**src/rtl/sdram_port_arbiter.sv**
```systemverilog
// Two-requester round-robin arbiter in front of the single SDRAM controller port.
// Accepted reads are tagged with the requester ID so returning data is routed back in order.
module sdram_port_arbiter #(
  parameter int MAX_BURST   = 4,
  parameter int MAX_PENDING = 8
) (
  input  logic        clock_i,
  input  logic        reset_i,
  input  logic        p0_read_i,
  input  logic        p0_write_i,
  input  logic [24:0] p0_address_i,
  input  logic [15:0] p0_write_data_i,
  input  logic [1:0]  p0_byteenable_n_i,
  output logic        p0_wait_request_o,
  output logic [15:0] p0_read_data_o,
  output logic        p0_data_valid_o,
  input  logic        p1_read_i,
  input  logic        p1_write_i,
  input  logic [24:0] p1_address_i,
  input  logic [15:0] p1_write_data_i,
  input  logic [1:0]  p1_byteenable_n_i,
  output logic        p1_wait_request_o,
  output logic [15:0] p1_read_data_o,
  output logic        p1_data_valid_o,
  output logic        chipselect_o,
  output logic        write_n_o,
  output logic        read_n_o,
  output logic [1:0]  byteenable_n_o,
  output logic [24:0] address_o,
  output logic [15:0] write_data_o,
  input  logic [15:0] read_data_i,
  input  logic        wait_request_i,
  input  logic        data_validation_i,
  output logic [1:0]  grant_o,
  output logic        tag_error_o
);
  localparam int PW = $clog2(MAX_PENDING);
  localparam int BW = (MAX_BURST > 1) ? $clog2(MAX_BURST) : 1;

  // Encoding doubles as the one-hot grant vector.
  typedef enum logic [1:0] {IDLE = 2'b00, OWN0 = 2'b01, OWN1 = 2'b10} state_t;

  state_t          state_q, state_d;
  logic [BW-1:0]   cnt_q, cnt_d;
  logic            last_q, last_d;

  logic [1:0]       req_rd, req_wr, req_any;
  logic [1:0][24:0] req_addr;
  logic [1:0][15:0] req_wd;
  logic [1:0][1:0]  req_be;

  logic       own, sel, sel_rd, sel_wr, blocked, accept, push, pop;
  logic [1:0] wait_vec;

  logic [MAX_PENDING-1:0] tag_mem_q;
  logic [PW-1:0]          wptr_q, rptr_q;
  logic [PW:0]            occ_q;
  logic                   full, empty, pop_tag;

  logic [1:0]       valid_q, valid_d;
  logic [1:0][15:0] rdata_q;
  logic             tag_err_q;

  assign req_rd   = {p1_read_i, p0_read_i};
  assign req_wr   = {p1_write_i, p0_write_i};
  assign req_any  = req_rd | req_wr;
  assign req_addr = {p1_address_i, p0_address_i};
  assign req_wd   = {p1_write_data_i, p0_write_data_i};
  assign req_be   = {p1_byteenable_n_i, p0_byteenable_n_i};

  assign own     = |state_q;
  assign sel     = state_q[1];
  assign full    = (occ_q == (PW+1)'(MAX_PENDING));
  assign empty   = (occ_q == '0);
  assign pop_tag = tag_mem_q[rptr_q];

  // Output process: downstream mirrors the owner, reads stall while the tag FIFO is full.
  always_comb begin
    sel_rd         = own & req_rd[sel];
    sel_wr         = own & req_wr[sel];
    blocked        = sel_rd & full;
    chipselect_o   = sel_wr | (sel_rd & ~full);
    read_n_o       = ~(sel_rd & ~full);
    write_n_o      = ~sel_wr;
    byteenable_n_o = own ? req_be[sel]   : 2'b11;
    address_o      = own ? req_addr[sel] : '0;
    write_data_o   = own ? req_wd[sel]   : '0;
    wait_vec       = 2'b11;
    if (own) wait_vec[sel] = wait_request_i | blocked;
  end

  assign accept = chipselect_o & ~wait_request_i;
  assign push   = accept & sel_rd;
  assign pop    = data_validation_i & ~empty;

  // Next-state process.
  always_comb begin
    state_d = state_q;
    cnt_d   = cnt_q;
    last_d  = last_q;
    case (state_q)
      IDLE: begin
        if (req_any == 2'b11)  state_d = last_q ? OWN0 : OWN1;
        else if (req_any[0])   state_d = OWN0;
        else if (req_any[1])   state_d = OWN1;
      end
      OWN0, OWN1: begin
        if (!req_any[sel]) begin
          state_d = IDLE;
          cnt_d   = '0;
          last_d  = sel;
        end else if (accept) begin
          if (cnt_q == BW'(MAX_BURST-1)) begin
            cnt_d = '0;
            if (req_any[!sel]) begin
              state_d = sel ? OWN0 : OWN1;
              last_d  = sel;
            end
          end else begin
            cnt_d = cnt_q + BW'(1);
          end
        end
      end
      default: state_d = IDLE;
    endcase
  end

  always_comb begin
    valid_d = 2'b00;
    if (pop) valid_d[pop_tag] = 1'b1;
  end

  always_ff @(posedge clock_i) begin
    if (reset_i) begin
      state_q   <= IDLE;
      cnt_q     <= '0;
      last_q    <= 1'b1;
      wptr_q    <= '0;
      rptr_q    <= '0;
      occ_q     <= '0;
      valid_q   <= '0;
      rdata_q   <= '0;
      tag_err_q <= 1'b0;
    end else begin
      state_q <= state_d;
      cnt_q   <= cnt_d;
      last_q  <= last_d;
      if (push) wptr_q <= wptr_q + PW'(1);
      if (pop)  rptr_q <= rptr_q + PW'(1);
      occ_q   <= occ_q + (PW+1)'(push) - (PW+1)'(pop);
      valid_q <= valid_d;
      if (pop) rdata_q[pop_tag] <= read_data_i;
      if (data_validation_i && empty) tag_err_q <= 1'b1;
    end
  end

  // Tag storage needs no reset; only the pointers define validity.
  always_ff @(posedge clock_i) begin
    if (push) tag_mem_q[wptr_q] <= sel;
  end

  assign grant_o           = state_q;
  assign p0_wait_request_o = wait_vec[0];
  assign p1_wait_request_o = wait_vec[1];
  assign p0_data_valid_o   = valid_q[0];
  assign p1_data_valid_o   = valid_q[1];
  assign p0_read_data_o    = rdata_q[0];
  assign p1_read_data_o    = rdata_q[1];
  assign tag_error_o       = tag_err_q;
endmodule

```
**config.mk**
```make
export PLATFORM = sky130hd
export DESIGN_NAME = sdram_port_arbiter
export DESIGN_NICKNAME = d
export VERILOG_FILES = /design/src/rtl/sdram_port_arbiter.sv
export SDC_FILE = /design/constraint.sdc
export NUM_CORES = 1
export LEC_CHECK = 0
export ABC_AREA = 1
export ABC_CLOCK_PERIOD_IN_PS = 2240
export CAP_MARGIN = 20
export CORE_ASPECT_RATIO = 1.75
export CORE_MARGIN = 2
export CORE_UTILIZATION = 34
export CTS_BUF_LIST = sky130_fd_sc_hd__clkbuf_8
export CTS_CLUSTER_DIAMETER = 150
export DETAILED_ROUTE_END_ITERATION = 10
export HOLD_SLACK_MARGIN = 0.02
export PLACE_DENSITY = 0.78
export SETUP_SLACK_MARGIN = 0.1
export SLEW_MARGIN = 20
export SYNTH_ARGS = -nofsm -noshare
export SYNTH_HDL_FRONTEND = slang
export SYNTH_SLANG_ARGS = --single-unit
```
**constraint.sdc**
```tcl
create_clock -name clock_i -period 2.24 [get_ports clock_i]
set_clock_uncertainty 0.2 [all_clocks]
set_input_delay 0.448 -clock clock_i [delete_from_list [all_inputs] [get_ports clock_i]]
set_output_delay 0.448 -clock clock_i [all_outputs]
set_load 0.01 [all_outputs]
```
Word level (Yosys, flattened, before mapping)
Index checks and enable logic that the tools add are counted.

Input bits: 110. Register bits after elaboration: 58. Word-level logic and storage cells: 114.

Reductions and logical operators: 13. Eq/ne operators: 12. $lt $le $gt $ge: 8. $add $sub $neg: 5. Bitwise logic cells: 18. Mux-type cells: 47.

Operator list (count): 2-to-1 mux 25 bit (3); 2-to-1 mux 16 bit (4); bitwise mux 32 bit (1); 2-to-1 mux 2 bit (16); demux 16 bit (select 1 bit) (1); 2-to-1 mux 1 bit (16); != test 3 bit, second input constant (3); bitwise mux 8 bit (1); < comparator 3 x 4 -> 1 bit, second input constant (2); AND reduction 4 bit (2); bitwise AND 1 bit (7); adder 3 x 1 -> 3 bit, second input constant (2); equality test 2 bit, second input constant (3); < comparator 1 x 2 -> 1 bit, second input constant (3); inverter 1 bit (6); OR reduction 2 bit (3); adder 4 x 1 -> 4 bit (1); equality test 4 bit, second input constant (1); logical AND 1 bit (4); zero test 4 bit (1); != test 2 x 1 -> 1 bit, second input constant (2); != test 4 bit, second input constant (1); bitwise OR 2 bit (2); case mux 2 bit (2 select lines) (1); other kinds (14) (17).

Depth between registers and ports, before layout
Gate-level depths: netlist of the first run.

Word-level depth: 9. Depth in mapped cells: 13. Mapped depth without buffers: 12.

Least setup slack after synthesis of the first run
No wires, ideal clock.

Path kind: flip-flop to flip-flop. From: register state_q[1], in the netlist grant_o[1]. To: register occ_q[1]. Slack: -0.394 ns. Data arrival time: 2.307 ns. Path buffers: 1. Cell stages (with the launch flop): 13. Cell sequence: dfxtp_1 > buf_6 > clkinv_2 > ha_1 > inv_1 > nand3_1 > nand2_1 > nand2_1 > nor2_4 > ha_1 > fa_1 > inv_1 > nor2_1.

Longest elaborated chain between the ends: 9. Elaborated cells on any way between the ends: 13. Classes of those cells: 2 x add/sub; 4 x mux; 6 x bitwise; 1 x reduce/logical.

RTL lines: start, declared (RTL line 43) `state_t state_q, state_d;`; start signal, assigned (RTL line 145) `state_q <= state_d;`; 2-to-1 mux 1 bit (not written as such) (2 in series) (RTL line 79) `sel_rd = own & req_rd[sel];`; bitwise AND 1 bit (RTL line 79); bitwise AND 1 bit (RTL line 82) `chipselect_o = sel_wr | (sel_rd & ~full);`; bitwise OR 1 bit (*) (RTL line 82); via chipselect_o (RTL line 25) `output logic chipselect_o,`; bitwise AND 1 bit (*) (RTL line 92) `assign accept = chipselect_o & ~wait_request_i;`; bitwise AND 1 bit (*) (RTL line 93) `assign push = accept & sel_rd;`; via push (RTL line 52) `logic own, sel, sel_rd, sel_wr, blocked, accept, push, pop;`; adder 4 x 1 -> 4 bit (*) (RTL line 150) `occ_q <= occ_q + (PW+1)'(push) - (PW+1)'(pop);`; subtractor 4 x 1 -> 4 bit (*) (RTL line 150); end signal, assigned (RTL line 150); end, declared (RTL line 57) `logic [PW:0] occ_q;`.

Mark *: on every way through the listed nets, which the timed path passes. The rest lies on a longest branch. The select of a mux whose other input is x is not followed. A chain may end at the register's enable or synchronous reset.

Final worst setup path of the first run
From: register state_q[0], in the netlist grant_o[0]. To: output address_o[5].

Longest elaborated chain between the ends: 2.

RTL lines: OR reduction 2 bit (RTL line 71) `assign own = |state_q;`; 2-to-1 mux 25 bit (RTL line 86) `address_o = own ? req_addr[sel] : '0;`; end, declared (RTL line 29) `output logic [24:0] address_o,`.

No other way between the ends.

==> impl_metrics.yaml, run 1 <==
outcome:
  status: "finished with violations"
  violations: "negative setup slack"
synthesis:
  avgSynthCellArea_sq_um: 7.82
  yosysUniqueCellTypes: 28
  syn_inst: 392
  synth_area_sq_um: 3070
  synth_edf_count: 8
  ys_seq_elements: 58
  synth-main-ff-cell: "dfxtp_1"
  yosysTopAreaCellShare: 0.327
  ys_seq_area_frac: 0.405
  yosys.area.top_type: "dfxtp_1"
  yosysWarnings: 0
  synth_area_leaders: "dfxtp_1 (33%), a22o_1 (12%), nand2_1 (9.2%)"
  synth_async_sr_flop_share: 0
  syn-num-nets: 514
placed_design:
  dpl.hpwl_um: 8700
  dp.cells: 708
  gp_congestion: 0.869
  place.port_buffers: 194
layout:
  nets: 744
  drive_gt1_frac: 0.242
  finalNonFillerCells: 742
  final_common_cell: "clkdlybuf4s50_1"
  multi_input_area_sq_um: 1750
  diodes: 0
  area_growth_syn_to_layout_pct: 87.8
  final_cell_mix: "clkdlybuf4s50_1 (144), nand2_1 (68), dfxtp_1 (48)"
  seq_area_sq_um: 1250
  fill_cells: 719
clock_network:
  clkLatencyLatePin_ps: 350
  cts_hold_buffers: 0
  path_clk_slew_ps: 60
  cts_buffer_depth: 2
  clock_sinks: 58
  root_buffer: "clkbuf_8"
  tritoncts: "built"
  cts-buffers-inserted: 9
  cts_htree_levels: 3
grt:
  busiest_layer: "met2"
  met3_usage: 0.0762
  antenna_found_initial: 0
  grt_max_degree: 37
  grt_usage: 0.238
  grt_use_met1: 0.242
  grt_pass1_vias: 3770
  gr-usage-met2: 0.436
  grt_overflow: 0
  grt_pass1_wl_um: 17600
timing:
  fin_ws_ps: -127
  fmax_mhz: 422
  slew_headroom: 0.719
  hold_violations: 0
  min_period_over_period: 1.06
  maxSlewViolCount: 0
  setup_viol: 44
  worstMarginPinSlew_ps: 421
  rsz0062_at_grt: "yes"
  whs_ps: 257
  timing.final.crit_period_ps: 2370
pwr:
  p_leak_uw: 0.00239
  ir_worst_vdd_mv: 0.649
  power.density_nw_per_um2: 1070
  report.power.total_uw: 6150
flow_run:
  maxCapViolCount: 0
critical_path:
  cp-start-kind: "flip-flop"
  worstPathRequired_ps: 1590
  crit_fanout: 8
  reg2reg_depth: 13
  critPathKind: "flip-flop to output pin"
  worst-endpoint-arrival_ps: 1720
  end_kind: "output pin"
floorplanning:
  fp.dieH_um: 130
  fp.dieW_um: 75.8
  coreArea_sq_um: 8730
  die_area_sq_um: 9820
  row_count: 45
  io_pins: 195
  initial_utilization: 0.351
route:
  wirelength_um: 11600
  first_pass_iters: 4
  route.detailed.drc: 0
  drt_iter0_markers: 163
  drt-wirelength-per-cell_um: 15.7
  ant_nets: 0
  viasPerCell: 5.09
  vias: 3779
min_path:
  min_path_cells: 2
  worstHoldPathType: "flip-flop to flip-flop"
-- kinds of logic after synthesis --
| family | after synthesis | synth area share |
|---|---|---|
| compound gates | 101 | 0.229 |
| xor+xnor | 1 | 0.00286 |
| fa+ha+maj | 12 | 0.0514 |
| buf+inv | 58 | 0.0775 |
| flops | 58 | 0.405 |
| simple gates | 162 | 0.234 |
-- layout make-up --
class / instances / share of cell area
well taps: 117 / 0.0254
inverters: 36 / 0.0261
multi-input cells: 276 / 0.303
clock buffers: 10 / 0.0239
clock inverters: 4 / 0.00282
repair buffers: 241 / 0.402
flip-flops and latches: 58 / 0.216
-- worst max-delay path, cell delays in order (launching register included) --
cell and delay [ps]:
dfxtp_2 320, inv_2 80, ha_4 180, nor2_4 60, buf_12 130, buf_12 130, buf_4 130, a22o_1 200
buf_2 140
-- cell usage after synthesis (2+ instances only) --
| master | number |
|---|---|
| a21oi_1 | 40 |
| a22o_1 | 41 |
| buf_2 | 3 |
| buf_4 | 2 |
| clkbuf_1 | 15 |
| dfxtp_1 | 50 |
| edfxtp_1 | 8 |
| ha_1 | 11 |
| inv_1 | 31 |
| inv_2 | 4 |
| nand2_1 | 75 |
| nand2_4 | 2 |
| nand3_1 | 28 |
| nand4_1 | 18 |
| nor2_1 | 36 |
| o211ai_4 | 2 |
| o21ai_0 | 11 |
| o21ai_1 | 4 |
| o22a_1 | 2 |
-- per-layer routing --
metal  routed length [um]  up-vias
li1                     -     1821
met1                 4150     1745
met2                 6240      193
met3                  981       20
met4                  267        0
met5                    0        -
-- where the power goes --
part           switching (uW)  internal [uW]  leakage, uW  total, uW
combinational            1910           2050      0.00182       3960
sequential                131           1280     0.000483       1410
clock                     373            404    0.0000918        777
total                    2420           3730      0.00239       6150
-- stage by stage --
step / util / TNS, ps / setup WS, ps / area [sq um]
after global routing: 0.660 / -5920 / -189 / 5760
final: 0.660 / -2730 / -127 / 5760
after detailed placement: 0.615 / -7150 / -336 / 5370
after CTS: 0.654 / -4960 / -201 / 5700
after global placement: 0.615 / -6340 / -321 / 5370
after floorplan: - / 0 / 15.2 / 3150
-- final timing paths --
kind	startpoint	end	slack, ps
setup / recovery	grant_o[0]	address_o[5]	-130
hold / removal	p1_read_data_o[0]	p1_read_data_o[0]	260
setup reg to reg	grant_o[1]	occ_q[1]	-10
hold reg to reg	p1_read_data_o[0]	p1_read_data_o[0]	260
-- timing repair --
item | in CTS | in global routing
buffers inserted | 18 | 3
gates cloned | 2 | 0
gates resized for setup | 229 | 26
setup endpoints to repair | 57 | 65
pin swaps | 17 | 17
-- registers in the layout, summed over array words and instances, names as in the netlist --
name / count
cnt_q: 2
grant_o: 2
last_q: 1
occ_q: 4
p0_read_data_o: 16
p1_read_data_o: 16
rptr_q: 3
tag_error_o: 1
tag_mem_q: 8
valid_q: 2
wptr_q: 3
Power figures use the tool's default switching activity.
==> run 2, diff against run 1 <==
GPL_ROUTABILITY_DRIVEN = 0   (was default)
==> run 2 against run 1 <==
Effect of this change: the flow still finishes with violations (negative setup slack); register-to-register slack got worse by 120 ps; total power rose by 11%; first-iteration DRC count rose by 22%; routed wire length rose by 13%; worst hold slack barely moved; via count rose by 4.6%; critical endpoint is now occ_q[3]; largest cell class unchanged; clock-buffer cell count rose by 2; sequential share of layout area fell by 1.3 points; largest power group unchanged; critical path depth rose by 8.
==> impl_metrics.yaml, run 2 (same netlist as run 1, synthesis figures left out) <==
layout:
  finalNonFillerCells: 756
  multi_input_area_sq_um: 1870
  nets: 755
  final_cell_mix: "clkdlybuf4s50_1 (143), nand2_1 (60), dfxtp_1 (49)"
  drive_gt1_frac: 0.285
  area_growth_syn_to_layout_pct: 99.5
  seq_area_sq_um: 1240
  final_cell_area_sq_um: 6110
  final_common_cell: "clkdlybuf4s50_1"
  fill_cells: 675
grt:
  grt_use_met1: 0.232
  antenna_found_initial: 2
  grt_overflow: 0
  grt_max_degree: 37
  grt_pass1_wl_um: 18700
  busiest_layer: "met2"
  grt_usage: 0.252
  gr-usage-met2: 0.485
  grt_pass1_vias: 4032
  met3_usage: 0.0801
route:
  viasPerCell: 5.23
  ant_nets: 0
  wirelength_um: 13100
  drt_iter0_markers: 199
  first_pass_iters: 5
  route.detailed.drc: 0
  vias: 3953
  drt-wirelength-per-cell_um: 17.4
outcome:
  status: "finished with violations"
  violations: "negative setup slack"
critical_path:
  rrSetupSlack_ps: -130
  worst-endpoint-arrival_ps: 2440
  crit_fanout: 4
  r2r-start: "grant_o[1]"
  timing.rr.end: "occ_q[3]"
  worstPathRequired_ps: 2310
  end_kind: "flip-flop"
  cp-start-kind: "flip-flop"
  critPathKind: "flip-flop to flip-flop"
  crit_start: "grant_o[1]"
  setup.worst_path.end: "occ_q[3]"
  reg2reg_depth: 16
floorplanning:
  fp.dieH_um: 130
  io_pins: 195
  initial_utilization: 0.351
  fp.dieW_um: 75.8
  row_count: 45
  coreArea_sq_um: 8730
  die_area_sq_um: 9820
clock_network:
  root_buffer: "clkbuf_8"
  path_clk_slew_ps: 60
  cts_buffer_depth: 2
  clock_sinks: 58
  cts_htree_levels: 3
  cts-buffers-inserted: 9
  clkLatencyLatePin_ps: 340
  tritoncts: "built"
placed_design:
  place.port_buffers: 194
  dp.cells: 707
  placed_area_sq_um: 5360
  pre_cts_ws_ps: -350
  dpl.hpwl_um: 8950
pwr:
  p_leak_uw: 0.00254
  power.density_nw_per_um2: 1120
  ir_worst_vdd_mv: 0.694
timing:
  worstMarginPinSlew_ps: 447
  fmax_mhz: 422
  fin_ws_ps: -129
  maxSlewViolCount: 0
  hold_violations: 0
  min_period_over_period: 1.06
  slew_headroom: 0.702
  setup_viol: 55
  rsz0062_at_grt: "yes"
  timing.final.crit_period_ps: 2370
flow_run:
  maxCapViolCount: 0
min_path:
  worstHoldPathType: "flip-flop to flip-flop"
-- run 2: changes by cell type in the layout (fill, tap and decap cells not counted), sizes merged, moves of 2 or more --
cell,before,now
clkdlybuf4s15,6,0
inv,38,35
dlygate4sd2,0,3
clkinv,2,4
dlymetal6s2s,2,0
buf,89,104
clkbuf,10,14
-- run 2: worst min path at each step --
stage / start / end / depth (start not counted)
floorplan: last_q / last_q / 2
global placement: p0_read_data_o[1] / p0_read_data_o[1] / 2
detailed placement: p1_read_data_o[15] / p1_read_data_o[15] / 2
CTS: p1_read_data_o[15] / p1_read_data_o[15] / 2
global route: p1_read_data_o[3] / p1_read_data_o[3] / 2
finish: p1_read_data_o[3] / p1_read_data_o[3] / 2
-- run 2: repair_timing --
item | 4_1_cts | 5_1_grt
gates cloned | 4 | 2
pin swaps | 17 | 24
resized for setup | 256 | 45
buffers inserted | 25 | 5
hold buffers | 0 | 0
setup endpoints to repair | 58 | 66
-- run 2: through the flow --
| stage | setup TNS (ps) | hold slack (ps) | util | power, uW |
|---|---|---|---|---|
| final | -2950 | 257 | 0.701 | 6820 |
| after global routing | -6300 | 284 | 0.700 | 7210 |
| after floorplan | 0 | 223 | - | 3290 |
| after detailed placement | -7710 | 250 | 0.614 | 4980 |
| after global placement | -6520 | 248 | 0.614 | 4880 |
| after CTS | -2120 | 260 | 0.671 | 6420 |
-- run 2: power breakdown --
group	internal [uW]	leakage (uW)	switching (uW)
registers	1280	0.000482	139
clock network	602	0.000112	409
logic	2260	0.00195	2130
total	4140	0.00254	2680
-- run 2: area by class of cell --
class | count | area share
antenna | 1 | 0.000409
clock buffer | 12 | 0.0270
clock inverter | 4 | 0.00798
inverter | 36 | 0.0254
multi-input combinational | 276 | 0.306
sequential | 58 | 0.204
tap | 117 | 0.0239
timing repair buffer | 252 | 0.406
-- run 2: worst max-delay path, stage by stage, from the launching register on --
cell	delay (ps)
dfxtp_4	360
buf_6	120
buf_6	110
buf_6	120
nand2_4	60
nand2_4	60
buf_6	120
nand3_4	90
nand2_4	70
nand2_4	70
nor2_4	50
ha_4	160
buf_4	130
a21o_1	180
a21oi_2	160
o21ai_1	80
a21oi_1	150
-- run 2: per-layer routing --
| layer | routed length [um] | vias up |
|---|---|---|
| li1 | - | 1851 |
| met1 | 4150 | 1836 |
| met5 | 13 | - |
| met4 | 328 | 2 |
| met3 | 1230 | 29 |
| met2 | 7420 | 235 |
==> run 3, diff against run 2 <==
CTS_CLUSTER_DIAMETER = default   (was 150)
==> results of run 3 <==
Final layout, timing and power as in run 2 (identical DEF).
